<file path="src/rtl/mmips_netdev.sv">
// Memory-mapped packet network device on the CPU data-memory device window.
// It sends staged data words as link flits and buffers received flits in a first-word-fall-through (FWFT) RX FIFO.
//
// state | meaning
// IDLE  | no flit in flight; dev_rdyw=1, a send command is accepted
// SEND  | flit presented on the link (tx_valid=1) until tx_ready
module mmips_netdev #(
  parameter int DEST_W   = 4,
  parameter int RX_DEPTH = 4
) (
  input  logic              clk,
  input  logic              reset_n,
  input  logic [31:0]       dev_din,
  input  logic              dev_wdata,
  input  logic              dev_waddr,
  input  logic              dev_w,
  input  logic              dev_send_eop,
  input  logic              dev_r,
  output logic [31:0]       dev_dout,
  output logic              dev_rdyr,
  output logic              dev_rcv_eop,
  output logic              dev_rdyw,
  output logic              tx_valid,
  input  logic              tx_ready,
  output logic [31:0]       tx_data,
  output logic [DEST_W-1:0] tx_dest,
  output logic              tx_eop,
  input  logic              rx_valid,
  output logic              rx_ready,
  input  logic [31:0]       rx_data,
  input  logic              rx_eop
);

  localparam int PW = $clog2(RX_DEPTH);
  localparam logic [PW:0] PTR_ONE = (PW+1)'(1);

  typedef enum logic {
    IDLE = 1'b0,
    SEND = 1'b1
  } tx_state_e;

  tx_state_e         state_q, state_d;
  logic [31:0]       stage_q, stage_d;
  logic [31:0]       tx_data_q, tx_data_d;
  logic [DEST_W-1:0] tx_dest_q, tx_dest_d;
  logic              tx_eop_q, tx_eop_d;
  logic              send_cmd;

  // dev_w is only legal inside the control-word strobe.
  assign send_cmd = dev_w & dev_waddr;

  always_ff @(posedge clk or negedge reset_n) begin
    if (!reset_n) begin
      state_q   <= IDLE;
      stage_q   <= '0;
      tx_data_q <= '0;
      tx_dest_q <= '0;
      tx_eop_q  <= 1'b0;
    end else begin
      state_q   <= state_d;
      stage_q   <= stage_d;
      tx_data_q <= tx_data_d;
      tx_dest_q <= tx_dest_d;
      tx_eop_q  <= tx_eop_d;
    end
  end

  always_comb begin
    state_d   = state_q;
    stage_d   = stage_q;
    tx_data_d = tx_data_q;
    tx_dest_d = tx_dest_q;
    tx_eop_d  = tx_eop_q;
    if (dev_wdata) begin
      stage_d = dev_din;
    end
    if (state_q == IDLE) begin
      if (send_cmd) begin
        tx_data_d = dev_wdata ? dev_din : stage_q;
        tx_dest_d = dev_din[DEST_W-1:0];
        tx_eop_d  = dev_send_eop;
        state_d   = SEND;
      end
    end else begin
      if (tx_ready) begin
        state_d = IDLE;
      end
    end
  end

  assign tx_valid = (state_q == SEND);
  assign dev_rdyw = (state_q == IDLE);
  assign tx_data  = tx_data_q;
  assign tx_dest  = tx_dest_q;
  assign tx_eop   = tx_eop_q;

  // Each entry holds {eop, data}. The pointers carry an extra wrap bit so that full and empty can be told apart.
  logic [32:0] mem_q [RX_DEPTH];
  logic [PW:0] wr_ptr_q, wr_ptr_d;
  logic [PW:0] rd_ptr_q, rd_ptr_d;
  logic        fifo_empty, fifo_full, do_push, do_pop;
  logic [32:0] head;

  assign fifo_empty = (wr_ptr_q == rd_ptr_q);
  assign fifo_full  = (wr_ptr_q[PW] != rd_ptr_q[PW]) &&
                      (wr_ptr_q[PW-1:0] == rd_ptr_q[PW-1:0]);
  assign do_push    = rx_valid & ~fifo_full;
  assign do_pop     = dev_r & ~fifo_empty;
  assign wr_ptr_d   = do_push ? wr_ptr_q + PTR_ONE : wr_ptr_q;
  assign rd_ptr_d   = do_pop  ? rd_ptr_q + PTR_ONE : rd_ptr_q;

  always_ff @(posedge clk or negedge reset_n) begin
    if (!reset_n) begin
      wr_ptr_q <= '0;
      rd_ptr_q <= '0;
      for (int i = 0; i < RX_DEPTH; i++) begin
        mem_q[i] <= '0;
      end
    end else begin
      wr_ptr_q <= wr_ptr_d;
      rd_ptr_q <= rd_ptr_d;
      if (do_push) begin
        mem_q[wr_ptr_q[PW-1:0]] <= {rx_eop, rx_data};
      end
    end
  end

  // The master samples dev_dout on the pop edge, so the head is read combinationally.
  assign head        = mem_q[rd_ptr_q[PW-1:0]];
  assign rx_ready    = ~fifo_full;
  assign dev_rdyr    = ~fifo_empty;
  assign dev_dout    = fifo_empty ? 32'h0 : head[31:0];
  assign dev_rcv_eop = fifo_empty ? 1'b0  : head[32];

endmodule
</file>
<file path="config.mk">
export PLATFORM = sky130hd
export DESIGN_NAME = mmips_netdev
export DESIGN_NICKNAME = d
export VERILOG_FILES = /design/src/rtl/mmips_netdev.sv
export SDC_FILE = /design/constraint.sdc
export NUM_CORES = 1
export LEC_CHECK = 0
export ABC_CLOCK_PERIOD_IN_PS = 2210
export BUFFER_PORTS_ARGS = -buffer_cell sky130_fd_sc_hd__buf_2
export CAP_MARGIN = 25
export CORE_AREA = 2 2 155 157
export CTS_CLUSTER_SIZE = 25
export DETAILED_ROUTE_END_ITERATION = 10
export DIE_AREA = 0 0 157 159
export GPL_TIMING_DRIVEN = 0
export SKIP_CTS_REPAIR_TIMING = 1
export SYNTH_ARGS = -nofsm -noshare
export SYNTH_HDL_FRONTEND = slang
export SYNTH_SLANG_ARGS = --single-unit
export TNS_END_PERCENT = 100
</file>
<file path="constraint.sdc">
create_clock -name clk -period 2.21 [get_ports clk]
set_input_delay 0.442 -clock clk [delete_from_list [all_inputs] [get_ports clk]]
set_output_delay 0.442 -clock clk [all_outputs]
set_load 0.005 [all_outputs]
</file>
==> impl_results.md <==
* Status: finished, violations left
* Failing checks: negative hold slack, negative setup slack
* # H-tree levels at 1
* Post-synth top cells: dfrtp_1 (208), mux2_2 (175), mux4_2 (33), and2b_1 (17), nor2b_1 (16)
* Met3 WL at roughly 1500 um
* RSZ-0062 raised after global routing: yes
* Crit path cell chain: xor2_2, buf_8, nor3_4, buf_12, buf_12, and2b_1, buf_2
* Mapped Avg Cell Area at ~17 sq um
* Worst VDD drop at between 0.5 and 0.6 mV
* Clock skew at 11.5 ps
* Synth top area share at 0.570
* Worst Setup End Kind: output port
* WL met1 at roughly 8500 um
* Final core occ at 0.495
* Synthesis-to-layout area growth at 25.7%
* # setup viols final at 34
* Flop and latch count out of synthesis at approximately 210
* Total gr overflow at 0
* Setup Crit Path Kind: flip-flop to output port
* Worst-margin pin slew at 767 ps
* GP Congestion at between 0.7 and 0.8
* MaxCap Viol Count at 0
* Worst slack, placed at -612 ps
* Yosys top cell by area: dfrtp_1
* Tcrit/Tclk final at 1.16
* Worst-path fanout max at 10
* Synth top area cells: dfrtp_1 (57%), mux2_2 (22%), mux4_2 (8.1%)
* R2R Setup Slk at ~100 ps
* Final max-slew violation count at 0
* Nets at approximately 820
* Wirelength per Cell at ~19 um
* Die H at roughly 160 um
* Min Tclk post-route at 2560 ps
* Ys async rst share at 1.00
* Worst R2R Path Depth at 7
* Met2 wire length at between 9000 and 10000 um
* Fmax at 0.391 GHz
* WP data required at 1770 ps
* First-pass GRT wire length at about 32000 um
* Final WS setup at -351 ps
* Die area at 25000 sq um
* Worst r2r src: rd_ptr_q[1]
* Mapped Area at slightly above 9000 sq um
* Sequential share of the synthesized area at 0.570
* Worst path arrival time at ~2100 ps
* Site Rows at 56
* Detailed Place HPWL at between 10000 and 15000 um
* Routed Antenna Nets at 0
* Final TNS setup at -9180 ps
* Critical Path Most Common Cell: buf_12
* Distinct cells, synth at 29
* CTS sink cnt at 208
* Clock Latency Late Sink at a little over 500 ps
* Initial antenna violation count at 3
* CTS root buf: clkbuf_16
* Vias in the first global route at about 6000
* Worst-path clk slew at 60 ps
* Vias post-DR at 5259
* Starting density of the core at 0.394
* Post-synthesis instance total at around 550
* Port Buffers at around 150
* CTS tree: built
* DRC viols at 0
* CTS max path bufs at 3
* Most numerous cell in the Yosys netlist: dfrtp_1
* Worst path slowest cell: dfrtp_1
* Hold Path Class: input pin to asynchronous set/reset pin
* CORE AREA at about 23000 sq um
* Leakage at between 5 and 6 nW
* Hold Vio Cnt, Final at between 40 and 50
* Final Hold Slack at -39.0 ps
* Syn nets at 625
* Launch point of the worst path: wr_ptr_q[2]
* Io pins at 148
* Vias per std cell at between 4 and 5
* Global Route Usage Sum at 0.164
* Largest net degree at the start of global routing at 110
* Drt total wl at ~20000 um
* Worst setup SP type: flip-flop
* Clock buffer count from CTS at 24
* Top layer in use: met5
* Finished Cell Area at ~11000 sq um
* Die width at around 160 um
* Ys Warns at 0
* Synth Flop Type: dfrtp_1
* P per Cell Area at about 1600 nW/um^2
* EDFF count, synth at 0
* Share of cells above drive strength 1 at 0.620
* Placement Cell Area at around 10000 sq um
* Capturing point of the worst reg2reg path: mem_q[23]
* DRT iter0 DRCs at 196
* DRT Pass-1 Iters at 4
* CP peak stage delay at 410 ps
* Slew Limit Headroom at 0.489
## routing by layer
metal,vias to the layer above,track usage
met5,-,0
met4,4,0.0346
met3,41,0.0531
met2,150,0.273
met1,2695,0.209
li1,2369,-
## through the flow
stage	instances	power (mW)
global placement	1011	13.1
detailed placement	1012	13.4
CTS	1053	17.4
finish	1078	18.1
floorplan	546	10.9
global route	1077	19.3
## state kept, by name (all words and copies together) (netlist names)
signal and count:
tx_dest 4, stage_q 32, tx_valid 1, tx_data 32, tx_eop 1, wr_ptr_q 3, rd_ptr_q 3, mem_q 132
## worst max-delay path by stage
stage,end,slack [ps]
after floorplan,dev_dout[18],200
after global placement,tx_data[5],-2510
after detailed placement,dev_dout[22],-610
after CTS,dev_dout[22],-1160
after global routing,dev_dout[3],-430
final,dev_dout[3],-350
## kinds of logic (layout without fill, tap and decap cells)
group | count (synthesis) | after routing | share of synthesized area
xor gates and xnor gates | 8 | 8 | 0.0126
DFF | 208 | 208 | 0.570
other | 0 | 1 | 0
buffers and inverters | 38 | 250 | 0.0299
AOI/OAI and AO/OA | 11 | 11 | 0.0148
adders and majority gates | 5 | 5 | 0.00685
and+or+nand+nor | 40 | 40 | 0.0288
muxes | 236 | 236 | 0.337
## layout make-up
| type | count | area, sq um |
|---|---|---|
| Sequential cell | 208 | 5210 |
| Timing Repair Buffer | 171 | 1030 |
| Antenna cell | 1 | 2.50 |
| Buffer | 32 | 355 |
| Tap cell | 319 | 399 |
| Multi-Input combinational cell | 300 | 3690 |
| Inverter | 6 | 22.5 |
| Fill cell | 1943 | 11700 |
| Clock inverter | 9 | 101 |
| Clock buffer | 32 | 672 |
## layout by cell type (no fill, tap or decap), types with 6 or more instances in the layout
cell type  Yosys  layout
mux2_2       175     175
inv_1          6       6
dfrtp_1      208     205
clkbuf_1       9       8
mux2_4        14      14
clkbuf_16      0      28
buf_2          3     148
mux2_1        14      14
mux4_2        33      33
buf_6         14      18
and2b_1       17      17
nor2b_1       16      15
buf_12         0       6
buf_4          3      16
## worst max-delay path, delay by kind of cell, from the launching register on
family | cells | cell delay (ps)
simple gates | 2 | 430
flops | 1 | 410
buf+inv | 4 | 550
xor+xnor | 1 | 200
## power breakdown
part | switching, mW | total (mW) | internal [mW]
registers | 0.834 | 6.21 | 5.37
clock network | 1.52 | 3.88 | 2.36
logic | 3.19 | 8.07 | 4.88
Note: power is estimated with default switching activity, not from simulation.
